===== src/rtl/riscv_pkg.sv =====
// Shared types and helpers for the mul/div scheduler and other recall-aware queues.
package riscv_pkg;

  typedef enum logic [1:0] {
    IDLE = 2'd0,
    BUSY = 2'd1,
    DONE = 2'd2
  } MdState;

  localparam int unsigned MUL_LAT_DEFAULT = 3;
  localparam int unsigned DIV_LAT_DEFAULT = 34;

  // True when addr lies in [new_front, old_front) on a ring of 2^w entries.
  function automatic logic al_in_range(input logic [31:0] addr, input logic [31:0] new_front,
                                       input logic [31:0] old_front, input int unsigned w);
    logic [31:0] mask;
    mask = (w >= 32) ? '1 : ((32'd1 << w) - 32'd1);
    return ((addr - new_front) & mask) < ((old_front - new_front) & mask);
  endfunction

endpackage


===== src/rtl/rr_arbiter.sv =====
// Round-robin picker: the lane at i_ptr has priority, then the following lanes in ring order.
module rr_arbiter #(
  parameter int unsigned N = 2,
  localparam int unsigned IW = (N > 1) ? $clog2(N) : 1
) (
  input  logic [N-1:0]  i_req,
  input  logic [IW-1:0] i_ptr,
  output logic [N-1:0]  o_grant,
  output logic [IW-1:0] o_idx,
  output logic          o_any
);

  int unsigned w_j;

  always_comb begin
    o_grant = '0;
    o_idx   = '0;
    o_any   = 1'b0;
    w_j     = 0;
    for (int unsigned k = 0; k < N; k++) begin
      w_j = (32'(i_ptr) + k) % N;
      if (!o_any && i_req[w_j]) begin
        o_any        = 1'b1;
        o_grant[w_j] = 1'b1;
        o_idx        = IW'(w_j);
      end
    end
  end

endmodule


===== src/rtl/muldiv_arbiter.sv =====
// Schedules the shared iterative mul/div unit among issue lanes, times its fixed latency and
// holds the result tag for writeback; squashes the in-flight op on flush or covering recall.
module muldiv_arbiter
  import riscv_pkg::*;
#(
  parameter int unsigned NUM_REQ = 2,
  parameter int unsigned AL_W    = 5,
  parameter int unsigned MUL_LAT = MUL_LAT_DEFAULT,
  parameter int unsigned DIV_LAT = DIV_LAT_DEFAULT,
  localparam int unsigned SEL_W  = (NUM_REQ > 1) ? $clog2(NUM_REQ) : 1
) (
  input  logic               clk,
  input  logic               reset,
  input  logic [NUM_REQ-1:0] req_valid,
  input  logic [NUM_REQ-1:0] req_is_div,
  input  logic [5:0]         req_rd      [NUM_REQ],
  input  logic [AL_W-1:0]    req_al_addr [NUM_REQ],
  output logic [NUM_REQ-1:0] req_ready,
  input  logic               ext_stall,
  input  logic               ext_flush,
  input  logic               if_recall,
  input  logic [AL_W-1:0]    new_front,
  input  logic [AL_W-1:0]    old_front,
  output logic               unit_start,
  output logic [SEL_W-1:0]   unit_sel,
  output logic               unit_is_div,
  output logic               unit_kill,
  output logic               unit_busy,
  output logic               wb_valid,
  input  logic               wb_ready,
  output logic [5:0]         wb_rd,
  output logic [AL_W-1:0]    wb_al_addr,
  output logic [SEL_W-1:0]   wb_lane
);

  localparam int unsigned CNT_W = $clog2(DIV_LAT);

  MdState           r_state;
  logic [CNT_W-1:0] r_cnt;
  logic [SEL_W-1:0] r_rr_ptr;
  logic [SEL_W-1:0] r_lane;
  logic [5:0]       r_rd;
  logic [AL_W-1:0]  r_al;

  logic [NUM_REQ-1:0] w_grant;
  logic [SEL_W-1:0]   w_idx;
  logic               w_any;
  logic               w_can_grant;
  logic               w_accept;
  logic               w_squash;
  logic               w_kill;

  rr_arbiter #(
    .N(NUM_REQ)
  ) u_rr (
    .i_req  (req_valid),
    .i_ptr  (r_rr_ptr),
    .o_grant(w_grant),
    .o_idx  (w_idx),
    .o_any  (w_any)
  );

  assign w_can_grant = (r_state == IDLE) & ~ext_stall & ~ext_flush & ~if_recall;
  assign w_accept    = w_can_grant & w_any;
  assign req_ready   = w_can_grant ? w_grant : '0;

  assign w_squash = if_recall & al_in_range(32'(r_al), 32'(new_front), 32'(old_front), AL_W);
  assign w_kill   = (r_state != IDLE) & (ext_flush | w_squash);

  assign unit_start  = w_accept;
  assign unit_sel    = w_accept ? w_idx : '0;
  assign unit_is_div = w_accept & req_is_div[w_idx];
  assign unit_kill   = w_kill;
  assign unit_busy   = (r_state != IDLE);
  assign wb_valid    = (r_state == DONE) & ~w_kill;
  assign wb_rd       = r_rd;
  assign wb_al_addr  = r_al;
  assign wb_lane     = r_lane;

  always_ff @(posedge clk or negedge reset) begin
    if (!reset) begin
      r_state  <= IDLE;
      r_cnt    <= '0;
      r_rr_ptr <= '0;
      r_lane   <= '0;
      r_rd     <= '0;
      r_al     <= '0;
    end else begin
      unique case (r_state)
        IDLE: begin
          if (w_accept) begin
            r_state  <= BUSY;
            r_rd     <= req_rd[w_idx];
            r_al     <= req_al_addr[w_idx];
            r_lane   <= w_idx;
            // Two cycles of latency are spent in the accept cycle and the BUSY->DONE step.
            r_cnt    <= req_is_div[w_idx] ? CNT_W'(DIV_LAT - 2) : CNT_W'(MUL_LAT - 2);
            r_rr_ptr <= (32'(w_idx) == NUM_REQ - 1) ? '0 : w_idx + SEL_W'(1);
          end
        end
        BUSY: begin
          if (w_kill)           r_state <= IDLE;
          else if (r_cnt == '0) r_state <= DONE;
          else                  r_cnt   <= r_cnt - CNT_W'(1);
        end
        DONE: begin
          if (w_kill || wb_ready) r_state <= IDLE;
        end
        default: r_state <= IDLE;
      endcase
    end
  end

endmodule

===== config.mk =====
export PLATFORM = sky130hd
export DESIGN_NAME = muldiv_arbiter
export DESIGN_NICKNAME = d
export VERILOG_FILES = /design/src/rtl/riscv_pkg.sv /design/src/rtl/rr_arbiter.sv /design/src/rtl/muldiv_arbiter.sv
export SDC_FILE = /design/constraint.sdc
export NUM_CORES = 1
export LEC_CHECK = 0
export CORE_ASPECT_RATIO = 1.75
export CORE_MARGIN = 10
export CORE_UTILIZATION = 45
export DETAILED_ROUTE_END_ITERATION = 10
export DONT_BUFFER_PORTS = 1
export MAX_ROUTING_LAYER = met4
export SLEW_MARGIN = 20
export SYNTH_ARGS = -nofsm -noshare
export SYNTH_HDL_FRONTEND = slang
export SYNTH_SLANG_ARGS = --single-unit

===== constraint.sdc =====
create_clock -name clk -period 3 [get_ports clk]
set_input_delay 0.3 -clock clk [delete_from_list [all_inputs] [get_ports clk]]
set_output_delay 0.3 -clock clk [all_outputs]
set_load 0.005 [all_outputs]

* Word-level counts from Yosys, hierarchy flattened *
Cells that the tools add are included.

storage, ports and cells
  register bits = 21
  word-level logic and storage cells = 87
  output and inout bits = 20

operators by class
  magnitude comparators = 7
  bitwise logic cells = 15
  equal/unequal tests = 7
  reductions and logical operators = 12
  $add $sub $neg = 5
  multiplexer cells = 35

operator list
  cell                                                                   count
  6-bit two-way mux                                                      7
  5-bit two-way mux                                                      3
  1-bit two-way mux                                                      14
  2-bit two-way mux                                                      7
  6-bit one-hot mux with 2 select lines                                  1
  5-bit subtractor                                                       2
  1-bit bitwise AND                                                      8
  6-bit zero test                                                        1
  1-bit by 2-bit < comparator with 1-bit output, second input constant   3
  2-bit != test, second input constant                                   3
  2-bit one-hot mux with 3 select lines                                  1
  6-bit by 1-bit subtractor with 6-bit output, second input constant     1
  5-bit < comparator                                                     1
  1-bit inverter                                                         4
  4-bit AND reduction                                                    1
  2-bit nonzero test                                                     2
  1-bit logical AND                                                      3
  3-bit != test, second input constant                                   1
  3-bit AND reduction                                                    1
  1-bit adder, second input constant                                     2
  1-bit demux with 1-bit select                                          2
  2-bit by 1-bit equality test with 1-bit output, second input constant  1
  2-bit equality test, second input constant                             1
  1-bit >= comparator, second input constant                             2
  other kinds (9)                                                        9

* Depth between registers and ports, before layout *
Gate-level depths: netlist of run 1.

  depth after elaboration = 11
  mapped depth = 14
  mapped depth without buffers = 13

* Modules after synthesis *
A second synthesis of run 1 with hierarchy kept.

unflattened totals
  cell total of the unflattened synthesis = 166
  area total of the unflattened synthesis = 1,552.7 µm²

by module, submodules not included
  module          sequential area each (µm²)  instances  area an instance (µm²)  cells an instance
  muldiv_arbiter  525.5                       1          1,520.2                 161
  rr_arbiter      0.0                         1          32.5                    5

* Least setup slack after synthesis of run 1 *
Ideal clock, no wire load.

  path kind = register -> register
  from = register r_al[0] (netlist: wb_al_addr[0])
  to = register r_cnt[2]
  clock period less this slack = 2.645 ns
  library setup time = 0.139 ns
  path slack = 0.355 ns
  arrival time = 2.506 ns
  cell stages (with the launch flop) = 15
  path through = dfrtp_1 -> inv_1 -> ha_1 -> inv_1 -> fa_1 -> a21o_1 -> a21oi_1 -> xnor2_1 -> ha_1 -> nand2_1 -> a31oi_1 -> a21oi_1 -> buf_4 -> o311ai_0 -> o31ai_1

on the way
  word-level cells in the longest chain between the ends = 7

ends and longest elaborated chain
  element                        line                   text
  start: declaration             muldiv_arbiter.sv:43   logic [AL_W-1:0] r_al;
  start signal: assignment       muldiv_arbiter.sv:94   r_al <= req_al_addr[w_idx];
  5-bit subtractor               riscv_pkg.sv:18        return ((addr - new_front) & mask) < ((old_front - new_front) & mask);
  5-bit < comparator             riscv_pkg.sv:18
  1-bit bitwise AND              muldiv_arbiter.sv:67   assign w_squash = if_recall & al_in_range(32'(r_al), 32'(new_front), 32'(old_front), AL_W);
  1-bit OR                       muldiv_arbiter.sv:68   assign w_kill = (r_state != IDLE) & (ext_flush | w_squash);
  1-bit bitwise AND              muldiv_arbiter.sv:68
  2-bit != test (no line)        --
  4-bit AND reduction (no line)  --
  end signal: assignment         muldiv_arbiter.sv:97   r_cnt <= req_is_div[w_idx] ? CNT_W'(DIV_LAT - 2) : CNT_W'(MUL_LAT - 2);
  end signal: assignment         muldiv_arbiter.sv:104  else r_cnt <= r_cnt - CNT_W'(1);
  end: declaration               muldiv_arbiter.sv:39   logic [CNT_W-1:0] r_cnt;

No other way between the ends.
A chain may end at the register's enable or synchronous reset.

* Worst setup path after layout of run 1 *
  from = register r_al[0] (netlist: wb_al_addr[0])
  to = output wb_valid

on the way
  word-level cells in the longest chain between the ends = 7

ends and longest elaborated chain
  element             line                  text
  5-bit subtractor    riscv_pkg.sv:18
  5-bit < comparator  riscv_pkg.sv:18
  1-bit bitwise AND   muldiv_arbiter.sv:67
  1-bit OR            muldiv_arbiter.sv:68
  1-bit bitwise AND   muldiv_arbiter.sv:68
  1-bit inverter      muldiv_arbiter.sv:75  assign wb_valid = (r_state == DONE) & ~w_kill;
  1-bit bitwise AND   muldiv_arbiter.sv:75
  end: declaration    muldiv_arbiter.sv:29  output logic wb_valid,

No other way between the ends.

==> results_dict.tcl, run 1 <==
set metrics [dict create \
    nets 224 \
    grt.busiest_layer "met2" \
    clockRootBuffer "clkbuf_8" \
    leakage_uw 0.000774 \
    outcome "finished clean" \
    yosys.area.top_type "dfrtp_1" \
    syn_to_final_growth_pct 7.17 \
    drc 0 \
    p_seq_share_pct 38.8 \
    num-fill-cells 345 \
    syn_area_mm2 0.00161 \
    die_area_mm2 0.00645 \
    period_minus_slack_ns 2.89 \
    syn-num-nets 218 \
    numPortBuffers 0 \
    drt-total-wl_um 3880 \
    fp.dieW_um 65.2 \
    synthFlopType "dfrtp_1" \
    die_y_um 99.0 \
    fin_worst_skew_ns 0.00667 \
    finalHoldViolations 0 \
    ios 62 \
    antenna_found_initial 0 \
    wl_per_cell_um 18.5 \
    numCtsBuffers 3 \
    multi_input_area_um2 981 \
    global_route.usage.met2_pct 21.4 \
    cts_buffer_depth 2 \
    start_util_pct 47.3 \
    vdd_drop_max_mv 0.360 \
    synth_xor_area_share_pct 4.36 \
    core_area_mm2 0.00340 \
    n_antenna_cell 0 \
    clk_pin_slew_worst_paths_ns 0.08 \
    grt_pass1_wl_um 6270 \
    synthTopCellsByArea "dfrtp_1 (33%), ha_1 (11%), mux2i_1 (8.1%), nor2_1 (3.5%), a21oi_1 (3.4%)" \
    powerDensity_mw_per_mm2 703 \
    max_cap_viol_count 0 \
    cts_tree "yes" \
    gr-total-overflow 0 \
    dr.pass1.iters 4 \
    critPathMaxFanout 5 \
    final-instance-count-excl-fill 210 \
    end_kind "output port" \
    drive_gt1_share_pct 22.4 \
    comb_power_share_pct 45.6 \
    setup_viol 0 \
    num_vias 1167 \
    finalPower_uw 1210 \
    syn_avg_cell_area_um2 10.0 \
    power.switching_uw 477 \
    grt_max_degree 28 \
    async_flop_share_pct 100 \
    synth-compound-area-share_pct 17.7 \
    rows 28 \
    ys_warn_count 0 \
    synth.distinct_cells 46 \
    ys_ff_latch 21 \
    report.final.slew_viol_count 0 \
    synth.area.mux_share_pct 8.80 \
    synthSimpleGateAreaFrac_pct 15.4 \
    fin_crit_sh_pct 96.3 \
    ant_nets 0 \
    ctsHtreeMaxLevel 1 \
    rsz0062_at_grt "yes" \
    max_freq_mhz 346 \
    post-place-ws_ns 0.0822 \
    clock_sinks 21 \
    max_slew_margin_pct 34.3 \
    required_ns 2.70 \
    yosysSeqAreaShare_pct 32.7 \
    setup_ws_ns 0.110 \
    startpoint_type "flip-flop" \
    synthAdderAreaFrac_pct 13.4 \
    hold_path.class "primary input to flip-flop" \
    swShare_pct 39.5 \
    grt_use_total_pct 12.5 \
    synth_edf_count 0 \
    dp_hpwl_um 3190 \
    worstPathArrival_ns 2.59 \
    synth_top_cells_by_count "dfrtp_1 (21), nor2_1 (15), ha_1 (14)" \
    dp.cells 202 \
    tightest_slew_ns 0.983 \
    gp_congestion 0.765 \
    synth_top_area_share_pct 32.7 \
    grtUsageMet1_pct 12.1 \
    synth_top_family_by_area "compound AO/OA/AOI/OAI gates" \
    intPower_uw 732 \
    synth.most_common_cell "dfrtp_1" \
    clock_latency_ns 0.26 \
    path_class "flip-flop to output port" \
    seqCellArea_um2 526 \
    synth_cells 160 \
    via_per_inst 5.56 \
    drtIter0Drc 20 \
    grt_pass1_vias 1338 \
    grtUsageMet3_pct 3.97 \
    p_clk_share_pct 15.7 \
]
-- flip-flops by register name, summed over array words and instances, names as in the netlist --
register,count
r_rr_ptr,1
r_state,2
r_cnt,6
wb_rd,6
wb_lane,1
wb_al_addr,5
-- cells in the final DEF (no fill, tap or decap), drive strengths merged, types with 2 or more instances in the layout --
master	netlist	final
dfrtp	21	21
nor2	18	18
a21oi	17	17
ha	14	14
mux2i	13	13
inv	13	13
nand2	7	7
nor3	6	6
xnor2	5	5
buf	4	5
a21o	5	5
o21ai	4	4
xor2	3	3
or3	3	3
clkbuf	1	3
or2	2	2
nor2b	2	2
and2	2	2
clkinv	1	2
nor3b	2	2
fa	2	2
-- stage by stage --
step / hold slack [ns] / util, % / instance area (µm²) / TNS, ns
floorplan: 0.00441 / - / 1610 / 0
global placement: 0.00556 / 47.7 / 1620 / 0
detailed placement: 0.00544 / 47.7 / 1620 / 0
CTS: 0.248 / 50.2 / 1710 / 0
global route: 0.258 / 50.7 / 1720 / -0.108
finish: 0.248 / 50.7 / 1720 / 0
-- final timing paths --
| check | slack [ns] | cells after the start | end | from |
|---|---|---|---|---|
| max reg2reg | 0.23 | 14 | r_cnt[2] | wb_al_addr[0] |
| min | 0.25 | 2 | wb_al_addr[0] | req_al_addr[0] |
| max in group asynchronous | 1.76 | 1 | wb_rd[5] | reset |
| max | 0.11 | 13 | wb_valid | wb_al_addr[0] |
| min reg2reg | 0.48 | 1 | r_cnt[4] | r_cnt[4] |
| min in group asynchronous | 0.64 | 1 | r_cnt[5] | reset |
-- cell type report --
class | instances | share of cell area, %
well taps | 45 | 3.27
inverters | 14 | 3.78
repair buffers | 6 | 2.76
clock buffers | 3 | 2.40
multi-input cells | 120 | 57.0
clock inverters | 1 | 0.291
flip-flops and latches | 21 | 30.5
-- critical path, stage by stage, from the launching register on --
cell,delay [ns]
dfrtp_1,0.42
inv_1,0.07
ha_2,0.17
inv_2,0.04
fa_2,0.36
a21o_1,0.18
a21oi_2,0.12
xnor2_1,0.07
ha_1,0.30
nand2_1,0.06
a31oi_1,0.12
a21oi_1,0.05
buf_4,0.16
nor3b_4,0.20
-- layer usage --
layer / routed length, µm / share of wire (%)
met4: 95 / 2.5
met3: 281 / 7.2
met1: 1450 / 37
met5: 0 / 0
met2: 2050 / 53
-- logic make-up (layout without fill, tap and decap cells) --
kind of cell               Yosys count  in the layout
adders and majority gates           16             16
AOI/OAI and AO/OA                   37             37
muxes                               14             14
xor gates and xnor gates             8              8
and+or+nand+nor                     45             45
buffers and inverters               19             24
DFF                                 21             21
-- power by group through the flow --
| stage | registers [µW] | clock network, µW | logic, µW |
|---|---|---|---|
| 2_1_floorplan | 444 | 0 | 436 |
| 3_3_place_gp | 472 | 0 | 489 |
| 3_5_place_dp | 476 | 0 | 512 |
| 4_1_cts | 473 | 196 | 545 |
| 5_1_grt | 483 | 209 | 637 |
| 6_report | 469 | 190 | 551 |
-- repair_timing --
| action | 4_1_cts | 5_1_grt |
|---|---|---|
| buffers inserted | 2 | 1 |
| setup endpoints to repair | 2 | 3 |
| cloned | 0 | 0 |
| pin swaps | 1 | 7 |
| hold buffers | 1 | 0 |
| endpoints found under the hold margin | 21 | 0 |
| gates resized for setup | 3 | 5 |
Power figures use the tool's default switching activity.
==> run 2: changes to the inputs <==
--- a/config.mk
+++ b/config.mk
@@ -8,6 +8,7 @@
 export CORE_ASPECT_RATIO = 1.75
 export CORE_MARGIN = 10
 export CORE_UTILIZATION = 45
+export CTS_CLUSTER_SIZE = 24
 export DETAILED_ROUTE_END_ITERATION = 10
 export DONT_BUFFER_PORTS = 1
 export MAX_ROUTING_LAYER = met4
@@ -15,3 +16,4 @@
 export SYNTH_ARGS = -nofsm -noshare
 export SYNTH_HDL_FRONTEND = slang
 export SYNTH_SLANG_ARGS = --single-unit
+export TNS_END_PERCENT = 30
==> run 2 against run 1 <==
  * Clock power hardly changed
  * Worst setup slack worse by 0.00057 ns
  * Wire length is 0.21% higher
  * Via count is 0.17% lower
  * First-iteration DRC count is 15% higher
  * Flip-flop and latch count stayed put
  * Total power is 0.19% lower
  * Die area stayed put
  * Final cell count is 0.48% lower
  * Largest cell class unchanged
==> results_dict.tcl, run 2 (synthesis results as in run 1) <==
set metrics [dict create \
    drt-total-wl_um 3890 \
    cts_buffer_depth 2 \
    drc 0 \
    via_per_inst 5.57 \
    cts_tree "yes" \
    wl_per_cell_um 18.6 \
    die_y_um 99.0 \
    ios 62 \
    finalHoldViolations 0 \
    dp_hpwl_um 3190 \
    nets 223 \
    rsz0062_at_grt "yes" \
    fin_crit_sh_pct 96.3 \
    final_util_pct 50.4 \
    max_slew_margin_pct 34.3 \
    grt_use_total_pct 12.5 \
    startpoint_type "flip-flop" \
    leakage_uw 0.000770 \
    fp.dieW_um 65.2 \
    clock_latency_ns 0.26 \
    hold_ws_ns 0.248 \
    ctsHtreeMaxLevel 1 \
    numCtsBuffers 3 \
    clk_pin_slew_worst_paths_ns 0.08 \
    powerDensity_mw_per_mm2 704 \
    outcome "finished clean" \
    grt_pass1_vias 1338 \
    worstPathArrival_ns 2.59 \
    tightest_slew_ns 0.982 \
    gr-total-overflow 0 \
    period_minus_slack_ns 2.89 \
    layout_commonest_cell "dfrtp_1" \
    fin_worst_skew_ns 0.00668 \
    clock_sinks 21 \
    max_freq_mhz 346 \
    syn_to_final_growth_pct 6.70 \
    drtIter0Drc 23 \
    start_util_pct 47.3 \
    drive_gt1_share_pct 22.0 \
    report.final.slew_viol_count 0 \
    gp_congestion 0.765 \
    critPathMaxFanout 5 \
    hold_path.class "primary input to flip-flop" \
    rows 28 \
    layout_common_cells "dfrtp_1 (21), nor2_1 (15), mux2i_1 (13), ha_1 (13), inv_1 (12)" \
    die_area_mm2 0.00645 \
    core_area_mm2 0.00340 \
    end_kind "output port" \
    antenna_found_initial 0 \
    path_class "flip-flop to output port" \
    setup_viol 0 \
    max_cap_viol_count 0 \
    grt_max_degree 28 \
    n_antenna_cell 0 \
    grt_pass1_wl_um 6270 \
    ant_nets 0 \
    required_ns 2.70 \
    num_vias 1165 \
    dr.pass1.iters 4 \
    vdd_drop_max_mv 0.358 \
    clockRootBuffer "clkbuf_8" \
    numPortBuffers 0 \
]
run 2: changes by cell type in the layout (fill, tap and decap cells not counted), sizes merged:
cell,delta
buf,-1
run 2: layer usage:
| layer | global-route usage, % | part of all wire, % | vias up |
|---|---|---|---|
| li1 | - | - | 564 |
| met4 | 6.62 | 2.4 | 0 |
| met5 | - | 0 | - |
| met1 | 12.1 | 37 | 548 |
| met3 | 3.97 | 7.4 | 8 |
| met2 | 21.4 | 53 | 45 |
run 2: cell type report:
class	count	area (µm²)
Multi-Input combinational cell	120	981
Timing Repair Buffer	5	40.0
Tap cell	45	56.3
Clock inverter	1	5.00
Sequential cell	21	526
Inverter	14	65.1
Fill cell	347	1680
Clock buffer	3	41.3
run 2: path summary, 6_finish.rpt:
| check | slack, ns | start | depth (start not counted) | to |
|---|---|---|---|---|
| max | 0.11 | wb_al_addr[0] | 13 | wb_valid |
| min | 0.25 | req_al_addr[0] | 2 | wb_al_addr[0] |
| max reg2reg | 0.23 | wb_al_addr[0] | 14 | r_cnt[2] |
| min reg2reg | 0.48 | r_cnt[4] | 1 | r_cnt[4] |
| max in group asynchronous | 1.76 | reset | 1 | wb_rd[5] |
| min in group asynchronous | 0.64 | reset | 1 | r_cnt[5] |
run 2: critical path: stages (launching register included):
cell and delay, ns:
dfrtp_1 0.42, inv_1 0.07, ha_2 0.17, inv_2 0.05, fa_2 0.36, a21o_1 0.18
a21oi_2 0.12, xnor2_1 0.07, ha_1 0.30, nand2_1 0.06, a31oi_1 0.12, a21oi_1 0.05
buf_4 0.16, nor3b_4 0.20
run 2: what timing repair did:
action                                  4_1_cts  5_1_grt
endpoints found under the setup margin        2        3
resized for setup                             3        5
buffers inserted                              2        0
hold buffers                                  1        0
hold endpoints to repair                     21        0
pin swaps                                     1        6
run 2: metrics by stage:
step           cells  TNS [ns]  total power, µW  area, µm²  setup slack, ns
6_report         209         0             1210       1710            0.110
5_1_grt          209    -0.118             1330       1710          -0.0593
4_1_cts          209         0             1210       1710           0.0214
3_5_place_dp     202         0              988       1620           0.0822
3_3_place_gp     202         0              961       1620            0.175
2_1_floorplan    160         0              881       1610            0.355
run 2: power by group:
group / switching (µW) / leakage (µW) / internal (µW)
sequential: 96.5 / 0.000249 / 372
clock: 97.2 / 0.0000255 / 92.5
combinational: 284 / 0.000495 / 265
